--- src/rtl/key_event_unit.sv ---
// key_event_unit: N-key push-button conditioner.
// Each key is synchronised, polarity-normalised to pressed=1 and debounced by
// its own four-state FSM. The unit produces registered one-cycle press/release
// pulses, a stable level vector, an 8-bit keycode and a 16-bit press counter.
// Optional feature macro: KEY_AUTOREPEAT_EN (auto-repeat while a key is held).
module key_event_unit #(
    parameter int NUM_KEYS        = 4,
    parameter int DEBOUNCE_CYCLES = 500000,
    parameter int ACTIVE_LOW      = 1,
    parameter int REPEAT_DELAY    = 25000000,
    parameter int REPEAT_PERIOD   = 5000000
) (
    input  logic                Clk,
    input  logic                Reset,
    input  logic [NUM_KEYS-1:0] key_in,
    output logic [NUM_KEYS-1:0] key_level,
    output logic [7:0]          keycode,
    output logic [NUM_KEYS-1:0] press_pulse,
    output logic [NUM_KEYS-1:0] release_pulse,
    output logic [NUM_KEYS-1:0] repeat_pulse,
    output logic                any_press,
    output logic [15:0]         press_count
);

    typedef enum logic [1:0] {
        WAIT        = 2'd0,
        PRESS_CHK   = 2'd1,
        HELD        = 2'd2,
        RELEASE_CHK = 2'd3
    } key_state_t;

    // The per-key counter is shared: it debounces in the CHK states and
    // times auto-repeat in HELD, so it must cover the largest interval.
`ifdef KEY_AUTOREPEAT_EN
    localparam int RPT_MAX = (REPEAT_DELAY > REPEAT_PERIOD) ? REPEAT_DELAY : REPEAT_PERIOD;
    localparam int CNT_MAX = (RPT_MAX > DEBOUNCE_CYCLES) ? RPT_MAX : DEBOUNCE_CYCLES;
`else
    // Repeat timing does not exist here; the zero-weighted term only keeps
    // the repeat parameters referenced.
    localparam int CNT_MAX = DEBOUNCE_CYCLES + 0 * (REPEAT_DELAY + REPEAT_PERIOD);
`endif
    localparam int CNT_W = (CNT_MAX > 1) ? $clog2(CNT_MAX) : 1;
    localparam logic [CNT_W-1:0] DB_LAST = CNT_W'(DEBOUNCE_CYCLES - 1);
`ifdef KEY_AUTOREPEAT_EN
    localparam logic [CNT_W-1:0] RD_LAST = CNT_W'(REPEAT_DELAY - 1);
    localparam logic [CNT_W-1:0] RP_LAST = CNT_W'(REPEAT_PERIOD - 1);
`endif

    logic [NUM_KEYS-1:0] meta;
    logic [NUM_KEYS-1:0] synced;
    key_state_t          state      [NUM_KEYS];
    key_state_t          state_next [NUM_KEYS];
    logic [CNT_W-1:0]    cnt        [NUM_KEYS];
    logic [CNT_W-1:0]    cnt_next   [NUM_KEYS];
    logic [NUM_KEYS-1:0] press_next;
    logic [NUM_KEYS-1:0] release_next;
    logic [NUM_KEYS-1:0] level_next;
    logic [3:0]          press_add;
`ifdef KEY_AUTOREPEAT_EN
    logic [NUM_KEYS-1:0] repeat_next;
    logic [NUM_KEYS-1:0] first_q;     // 1 until the first repeat after entering HELD
    logic [NUM_KEYS-1:0] first_next;
`endif

    // Two-flop synchroniser with polarity normalised to pressed=1.
    always_ff @(posedge Clk) begin
        // NOTE: sequential state uses <= so every flop samples pre-edge values.
        if (Reset) begin
            meta   <= '0;
            synced <= '0;
        end else begin
            meta   <= (ACTIVE_LOW != 0) ? ~key_in : key_in;
            synced <= meta;
        end
    end

    // Per-key state and counter registers.
    always_ff @(posedge Clk) begin
        if (Reset) begin
            // NOTE: these arrays are control state, not storage, so every entry is reset.
            for (int k = 0; k < NUM_KEYS; k++) begin
                state[k] <= WAIT;
                cnt[k]   <= '0;
            end
`ifdef KEY_AUTOREPEAT_EN
            first_q <= '0;
`endif
        end else begin
            for (int k = 0; k < NUM_KEYS; k++) begin
                state[k] <= state_next[k];
                cnt[k]   <= cnt_next[k];
            end
`ifdef KEY_AUTOREPEAT_EN
            first_q <= first_next;
`endif
        end
    end

    // Next-state, counter and pulse decode for every key.
    always_comb begin
        // NOTE: every output gets a default first so no path can infer a latch.
        press_add = '0;
        for (int k = 0; k < NUM_KEYS; k++) begin
            state_next[k]   = state[k];
            cnt_next[k]     = '0;
            press_next[k]   = 1'b0;
            release_next[k] = 1'b0;
`ifdef KEY_AUTOREPEAT_EN
            repeat_next[k]  = 1'b0;
            first_next[k]   = first_q[k];
`endif
            unique case (state[k])
                WAIT: begin
                    if (synced[k]) state_next[k] = PRESS_CHK;
                end
                PRESS_CHK: begin
                    if (!synced[k]) begin
                        state_next[k] = WAIT;
                    end else if (cnt[k] == DB_LAST) begin
                        state_next[k] = HELD;
                        press_next[k] = 1'b1;
`ifdef KEY_AUTOREPEAT_EN
                        first_next[k] = 1'b1;
`endif
                    end else begin
                        cnt_next[k] = cnt[k] + 1'b1;
                    end
                end
                HELD: begin
                    if (!synced[k]) begin
                        state_next[k] = RELEASE_CHK;
`ifdef KEY_AUTOREPEAT_EN
                    end else if (cnt[k] == (first_q[k] ? RD_LAST : RP_LAST)) begin
                        press_next[k]  = 1'b1;
                        repeat_next[k] = 1'b1;
                        first_next[k]  = 1'b0;
                    end else begin
                        cnt_next[k] = cnt[k] + 1'b1;
`endif
                    end
                end
                RELEASE_CHK: begin
                    if (synced[k]) begin
                        state_next[k] = HELD;
`ifdef KEY_AUTOREPEAT_EN
                        first_next[k] = 1'b1;
`endif
                    end else if (cnt[k] == DB_LAST) begin
                        state_next[k]   = WAIT;
                        release_next[k] = 1'b1;
                    end else begin
                        cnt_next[k] = cnt[k] + 1'b1;
                    end
                end
                default: state_next[k] = WAIT;
            endcase
            level_next[k] = (state_next[k] == HELD) || (state_next[k] == RELEASE_CHK);
            press_add     = press_add + 4'(press_next[k]);
        end
    end

    // Registered outputs; the counter wraps naturally at 16 bits.
    always_ff @(posedge Clk) begin
        if (Reset) begin
            key_level     <= '0;
            keycode       <= '0;
            press_pulse   <= '0;
            release_pulse <= '0;
            any_press     <= 1'b0;
            press_count   <= '0;
`ifdef KEY_AUTOREPEAT_EN
            repeat_pulse  <= '0;
`endif
        end else begin
            key_level     <= level_next;
            keycode       <= 8'(level_next);
            press_pulse   <= press_next;
            release_pulse <= release_next;
            any_press     <= |press_next;
            press_count   <= press_count + 16'(press_add);
`ifdef KEY_AUTOREPEAT_EN
            repeat_pulse  <= repeat_next;
`endif
        end
    end

`ifndef KEY_AUTOREPEAT_EN
    assign repeat_pulse = '0;
`endif

endmodule

--- config.mk ---
export PLATFORM = sky130hd
export DESIGN_NAME = key_event_unit
export DESIGN_NICKNAME = d
export VERILOG_FILES = /design/src/rtl/key_event_unit.sv
export SDC_FILE = /design/constraint.sdc
export NUM_CORES = 1
export LEC_CHECK = 0
export CORE_MARGIN = 10
export CORE_UTILIZATION = 59
export CTS_BUF_LIST = sky130_fd_sc_hd__clkbuf_4
export DETAILED_ROUTE_END_ITERATION = 8
export PLACE_DENSITY_LB_ADDON = 0.2
export SLEW_MARGIN = 20
export SYNTH_ARGS = -nofsm -noshare
export SYNTH_HDL_FRONTEND = slang
export SYNTH_SLANG_ARGS = --single-unit
--- constraint.sdc ---
create_clock -name Clk -period 4.56 [get_ports Clk]
set_clock_uncertainty 0.05 [all_clocks]
set_input_delay 0.456 -clock Clk [delete_from_list [all_inputs] [get_ports Clk]]
set_output_delay 0.456 -clock Clk [all_outputs]
set_load 0.05 [all_outputs]
==> results.yml, run 1 <==
synth:
  ys_warn_count: 0
  synthTopCellsByCount: "121 x sky130_fd_sc_hd__dfxtp_1, 83 x sky130_fd_sc_hd__nor2_1, 46 x sky130_fd_sc_hd__xor2_1, 32 x sky130_fd_sc_hd__nand4_1, 31 x sky130_fd_sc_hd__a21oi_1"
  post_synth_instance_area_um2: 5180
  synth_top_cell_area_share_pct: 46.8
  synthMostInstantiatedCell: "sky130_fd_sc_hd__dfxtp_1"
  post_synth_inst_count: 570
  synth-edff-count: 0
  synth.area.top_cells: "sky130_fd_sc_hd__dfxtp_1 47%, sky130_fd_sc_hd__xor2_1 7.8%, sky130_fd_sc_hd__nor2_1 6.0%"
  ys_seq_area_share_pct: 46.8
  ys_seq_elements: 121
  ys.flop_type: "sky130_fd_sc_hd__dfxtp_1"
  postSynthAreaPerCell_um2: 9.08
  post-synth-top-area-cell: "sky130_fd_sc_hd__dfxtp_1"
  synth_cell_type_count: 43
  synth-async-reset-ratio_pct: 0
die:
  initial_core_util_pct: 60.0
  die_area_um2: 12900
  floorplan.core_area_um2: 8640
  die_height_um: 114
  die_w_um: 114
  core.rowCount: 34
  io-pin-count: 47
critical_path:
  worst_path_cell_trace: "nor4b_1 -> nand4_1 -> or4_1 -> fa_1 -> fa_1 -> inv_1 -> fa_1 -> and4_1 -> nand4_1 -> xor2_1 -> nor2_1"
  max_stage_delay_ps: 630
  crit-reg2reg-launch: "cnt[0][7]"
  worstPathArrival_ps: 4040
  worst-r2r-setup-slack_ps: 830
  worst-endpoint-required_ps: 4870
  slowest_stage: "sky130_fd_sc_hd__or4_1"
  timing.rr.end: "press_count[14]"
  critPathMostFrequentCell: "sky130_fd_sc_hd__fa_1"
  timing.reg2reg.worst_path_depth: 11
  startpoint: "cnt[0][7]"
  worstSetupEndpointType: "register"
  critPathLaunchType: "register"
  crit_path_end: "press_count[14]"
  worst-setup-path-type: "reg2reg"
  critical_path.max_fanout: 5
cts:
  cts_buffers: 17
  cts_post_setup_buffers_inserted: 0
  cts_tree: "yes"
  worst_skew_pair.late_latency_ps: 500
  number_of_gates_resized_after_cts: 0
  worst_setup_hold_path_clk_slew_ps: 90
  hold_buffers: 0
  clockBufferDepth: 2
  ctsHtreeMaxLevel: 4
  cts_root_buf: "sky130_fd_sc_hd__clkbuf_4"
  cts_sinks: 121
detailed_routing:
  drt-pass1-iter-count: 5
  drtIter0Drc: 166
  final_antenna_net_count: 0
  detailroute.via_count: 4099
  detail_route.vias_per_cell: 5.66
  avgRoutedWirePerCell_um: 13.8
  drcViolationCount: 0
  routed_wirelength_mm: 10.0
power:
  report.power.total_mw: 1.84
  powerDensity_nw_per_um2: 316
  total_leakage_power_nw: 1.91
  vdd_ir_drop_max_v: 0.000170
grt:
  first_pass_grt_wire_length_mm: 17.5
  grt-busiest-layer: "met2"
  grt_start_max_net_pins: 47
  grt_usage_pct: 16.0
  grt_pass1_vias: 3933
  gr-total-overflow: 0
  grt_antenna_before_repair: 0
  grt_util_met3_pct: 6.67
  groute.layer.met1.usage_pct: 19.0
  grtUsageMet2_pct: 24.9
timing:
  setup_viol: 0
  rsz_0062_raised_after_global_routing: "no"
  worst_slew_margin_rel_pct: 47.1
  hold_violations: 0
  finalWorstSetupSlack_ps: 830
  timing.final.crit_period_ps: 3730
  fin_crit_sh_pct: 81.8
  max_freq_mhz: 268
  final-max-slew-violation-count: 0
  timing_worst_slew_pin_value_ps: 791
  finalSetupTns_ps: 0
placement:
  hpwlAfterDp_mm: 7.14
  post-place-ws_ps: 844
  gp_routability_congestion: 0.842
  placement.io_buffers: 38
flow_run:
  maxCapViolations: 0
min_path:
  min_path_type: "reg2reg"
final_layout:
  area_growth_syn_to_layout_pct: 12.5
  finish.net_count: 618
  drive_above_1_share_pct: 5.68
  num_antenna_cells: 0
outcome:
  outcome: "complete, no violations"
## placed cells by master (no fill, tap or decap), types with 2 or more instances in the layout
cell / netlist / layout
sky130_fd_sc_hd__and2_1: 6 / 6
sky130_fd_sc_hd__nor3_1: 10 / 10
sky130_fd_sc_hd__nor4_1: 3 / 3
sky130_fd_sc_hd__nand3_1: 26 / 26
sky130_fd_sc_hd__ha_1: 5 / 5
sky130_fd_sc_hd__o211ai_2: 2 / 2
sky130_fd_sc_hd__nor4b_1: 3 / 3
sky130_fd_sc_hd__dfxtp_1: 121 / 121
sky130_fd_sc_hd__or4_1: 15 / 15
sky130_fd_sc_hd__a21oi_1: 31 / 31
sky130_fd_sc_hd__clkinv_1: 0 / 4
sky130_fd_sc_hd__nand4_1: 32 / 32
sky130_fd_sc_hd__clkbuf_4: 0 / 19
sky130_fd_sc_hd__nand2b_1: 4 / 4
sky130_fd_sc_hd__conb_1: 1 / 8
sky130_fd_sc_hd__nand2_1: 22 / 22
sky130_fd_sc_hd__clkdlybuf4s50_1: 0 / 37
sky130_fd_sc_hd__nor2b_1: 11 / 11
sky130_fd_sc_hd__and3_1: 4 / 4
sky130_fd_sc_hd__bufinv_16: 0 / 3
sky130_fd_sc_hd__inv_1: 21 / 21
sky130_fd_sc_hd__xnor2_1: 16 / 16
sky130_fd_sc_hd__fa_1: 3 / 3
sky130_fd_sc_hd__o31ai_1: 12 / 12
sky130_fd_sc_hd__nor4bb_1: 2 / 2
sky130_fd_sc_hd__or3_1: 12 / 12
sky130_fd_sc_hd__nor2_1: 83 / 83
sky130_fd_sc_hd__clkinv_2: 0 / 4
sky130_fd_sc_hd__xor2_1: 46 / 46
sky130_fd_sc_hd__o2111ai_1: 2 / 2
sky130_fd_sc_hd__and4_1: 20 / 20
sky130_fd_sc_hd__o21ai_0: 15 / 15
## per-stage QoR
step | utilization (%) | std cells | instance area [um2] | hold slack, ps
CTS | 67.4 | 724 | 5820 | 397
floorplan | - | 577 | 5200 | 364
global placement | 64.3 | 693 | 5550 | 372
finish | 67.4 | 724 | 5820 | 391
global route | 67.4 | 724 | 5820 | 417
detailed placement | 64.3 | 693 | 5550 | 377
## how the worst min path moves through the flow
| stage | depth (start not counted) | endpoint | startpoint |
|---|---|---|---|
| final | 1 | synced[2] | meta[2] |
| after global routing | 1 | synced[2] | meta[2] |
| after CTS | 2 | meta[1] | key_in[1] |
| after detailed placement | 1 | synced[2] | meta[2] |
| after global placement | 1 | synced[2] | meta[2] |
| after floorplan | 1 | synced[0] | meta[0] |
## state kept, by name, summed over array words and instances (netlist names)
name	count
keycode	4
state	8
any_press	1
synced	4
meta	4
release_pulse	4
press_pulse	4
cnt	76
press_count	16
## worst max-delay path: cells and delay by family (launching register included)
family        cells  cell delay, ps
xor+xnor          1             160
fa+ha+maj         3            1200
buf+inv           1              90
flops             1             370
simple gates      6            1730
## power by group
part	leakage, nW	total [mW]	internal [mW]	switching, mW
clock network	0.152	0.745	0.379	0.367
registers	0.976	1.06	1.06	0.00312
logic	0.782	0.0313	0.00682	0.0244
## cell families (layout without fill, tap and decap cells)
family	after synthesis	count (layout)	synth area share [%]
XOR/XNOR	62	62	10.5
flip-flops	121	121	46.8
AO/OA/AOI/OAI	69	69	8.14
adder cells (fa/ha/maj)	8	8	2.37
other	1	8	0.0724
buffers and inverters	51	90	4.71
AND/OR/NAND/NOR	258	258	27.4
## metal layers
| layer | share of wire, % | up-vias |
|---|---|---|
| li1 | - | 2063 |
| met5 | 0 | - |
| met2 | 47 | 81 |
| met3 | 6.9 | 16 |
| met1 | 45 | 1939 |
| met4 | 1.3 | 0 |
## area by class of cell
| class | count | area [um2] |
|---|---|---|
| Sequential cell | 121 | 2420 |
| Inverter | 21 | 78.8 |
| Multi-Input combinational cell | 405 | 2540 |
| Fill cell | 702 | 2810 |
| Tap cell | 108 | 135 |
| Clock inverter | 12 | 133 |
| Clock buffer | 19 | 143 |
| Timing Repair Buffer | 38 | 375 |
Power figures use the tool's default switching activity.
==> inputs of run 2 (changes only) <==
- clock period: 4.56 -> 3.7 ns (I/O delays scaled with it)
==> run 2 against run 1 <==
Wire length grew 4.6%. Clock power increased by 30%. First-iteration DRC count is 22% higher. Fmax grew 5.8%. Cell area increased by 1.7%. Non-clock buffer count rose by 9. Largest cell class unchanged. Largest power group unchanged.
==> results.yml, run 2 (same netlist as run 1, synthesis figures left out) <==
timing:
  final-max-slew-violation-count: 0
  worst_slew_margin_rel_pct: 46.1
  finalWorstSetupSlack_ps: 175
  max_freq_mhz: 284
  hold-worst-slack_ps: 343
  hold_violations: 0
  finalSetupTns_ps: 0
  timing_worst_slew_pin_value_ps: 806
  timing.final.crit_period_ps: 3530
  fin_crit_sh_pct: 95.3
  setup_viol: 0
  rsz_0062_raised_after_global_routing: "no"
placement:
  place_inst: 701
  gp_routability_congestion: 0.830
  placement.io_buffers: 38
  post-place-ws_ps: 34.5
  placedInstanceArea_um2: 5610
  hpwlAfterDp_mm: 7.36
critical_path:
  worst_path_cell_trace: "ha_2 -> and4_4 -> nand2b_2 -> or4_4 -> fa_1 -> fa_1 -> inv_1 -> fa_1 -> and4_4 -> nand4_1 -> xor2_1 -> nor2_1"
  critPathMostFrequentCell: "sky130_fd_sc_hd__fa_1"
  worstSetupEndpointType: "register"
  cp_num_buf_inv: 1
  critical_path.max_fanout: 5
  worst-endpoint-required_ps: 4020
  timing.reg2reg.worst_path_depth: 12
  max_stage_delay_ps: 520
  slowest_stage: "sky130_fd_sc_hd__or4_4"
  worstPathArrival_ps: 3840
  worst-r2r-setup-slack_ps: 170
  timing.rr.end: "press_count[14]"
  worst-setup-path-type: "reg2reg"
  critPathLaunchType: "register"
  crit-reg2reg-launch: "cnt[0][0]"
  critical-path-top-delay-family: "adder cells"
final_layout:
  postLayoutCellArea_um2: 5920
  filler_cell_count: 707
  area_growth_syn_to_layout_pct: 14.4
  layout.cells.most_common: "sky130_fd_sc_hd__dfxtp_1"
  count_of_placed_standard_cells_in_the_final_layout_fillers_left_out: 731
  num_antenna_cells: 0
  max_flop_register: "cnt"
  drive_above_1_share_pct: 7.70
  largest_register_ffs: 76
  biggest_regs: "cnt (76), press_count (16), state (8)"
  finish.net_count: 627
  final_util_pct: 68.6
  layout.cells.most_common_list: "121 x sky130_fd_sc_hd__dfxtp_1, 83 x sky130_fd_sc_hd__nor2_1, 46 x sky130_fd_sc_hd__xor2_1"
cts:
  cts_buffers: 17
  cts_tree: "yes"
  clockBufferDepth: 2
  cts_sinks: 121
  worst_skew_pair.late_latency_ps: 510
  hold_buffers: 0
  ctsHtreeMaxLevel: 4
  cts_root_buf: "sky130_fd_sc_hd__clkbuf_4"
  worst_setup_hold_path_clk_slew_ps: 110
power:
  powerDensity_nw_per_um2: 391
  vdd_ir_drop_max_v: 0.000217
  total_leakage_power_nw: 1.96
  report.power.total_mw: 2.31
grt:
  grt_usage_pct: 16.5
  first_pass_grt_wire_length_mm: 17.9
  gr-total-overflow: 0
  grt_pass1_vias: 3988
  grt_start_max_net_pins: 47
  grt_antenna_before_repair: 0
die:
  die_w_um: 114
  initial_core_util_pct: 60.0
  core.rowCount: 34
  floorplan.core_area_um2: 8640
  die_area_um2: 12900
  io-pin-count: 47
  die_height_um: 114
min_path:
  min_path_type: "in2reg"
  worstHoldPathCells: 2
  hold_path.startpoint: "key_in[1]"
  hold_crit_endpoint: "meta[1]"
detailed_routing:
  drcViolationCount: 0
  avgRoutedWirePerCell_um: 14.3
  detailroute.via_count: 4147
  drt-pass1-iter-count: 4
  detail_route.vias_per_cell: 5.67
  routed_wirelength_mm: 10.5
  final_antenna_net_count: 0
  drtIter0Drc: 203
flow_run:
  maxCapViolations: 0
outcome:
  outcome: "complete, no violations"
[run 2: worst max-delay path by stage]
| stage | from | endpoint | slack, ps | cells after the start |
|---|---|---|---|---|
| after global placement | cnt[0][10] | press_count[12] | 140 | 11 |
| after CTS | cnt[0][10] | press_count[14] | 50 | 11 |
| after detailed placement | cnt[0][10] | press_count[14] | 30 | 11 |
| after global routing | cnt[0][0] | press_count[14] | 20 | 12 |
| final | cnt[0][0] | press_count[14] | 170 | 12 |
| after floorplan | cnt[0][7] | press_count[13] | 280 | 9 |
[run 2: area by class of cell]
cell class	instances	area, um2	area share, %
well taps	108	135	2.28
inverters	21	78.8	1.33
clock buffers	17	128	2.16
clock inverters	12	159	2.68
multi-input cells	405	2550	43.2
flip-flops and latches	121	2420	40.9
repair buffers	47	443	7.48
[run 2: metal layers]
metal	vias up	routed length, um	GRT usage (%)
met5	-	0	0
met3	10	644	5.88
met4	0	86	6.26
met1	1977	4700	19.9
met2	80	5060	26.3
li1	2080	-	-
[run 2: timing repair]
action / in CTS / in global routing
endpoints found under the setup margin: 1 / 8
setup buffers: 0 / 1
pin swaps: 0 / 1
resized for setup: 1 / 5
[run 2: worst register-to-register path, delay by kind of cell (launching register included)]
kind                     cells  cell delay [ps]
AND/OR/NAND/NOR              6             1310
flip-flops                   1              370
adder cells (fa/ha/maj)      4             1390
XOR/XNOR                     1              170
buffers and inverters        1               90
[run 2: power by group]
part / internal, mW / switching (mW)
sequential: 1.31 / 0.00381
clock: 0.514 / 0.451
combinational: 0.00842 / 0.0304
total: 1.83 / 0.485
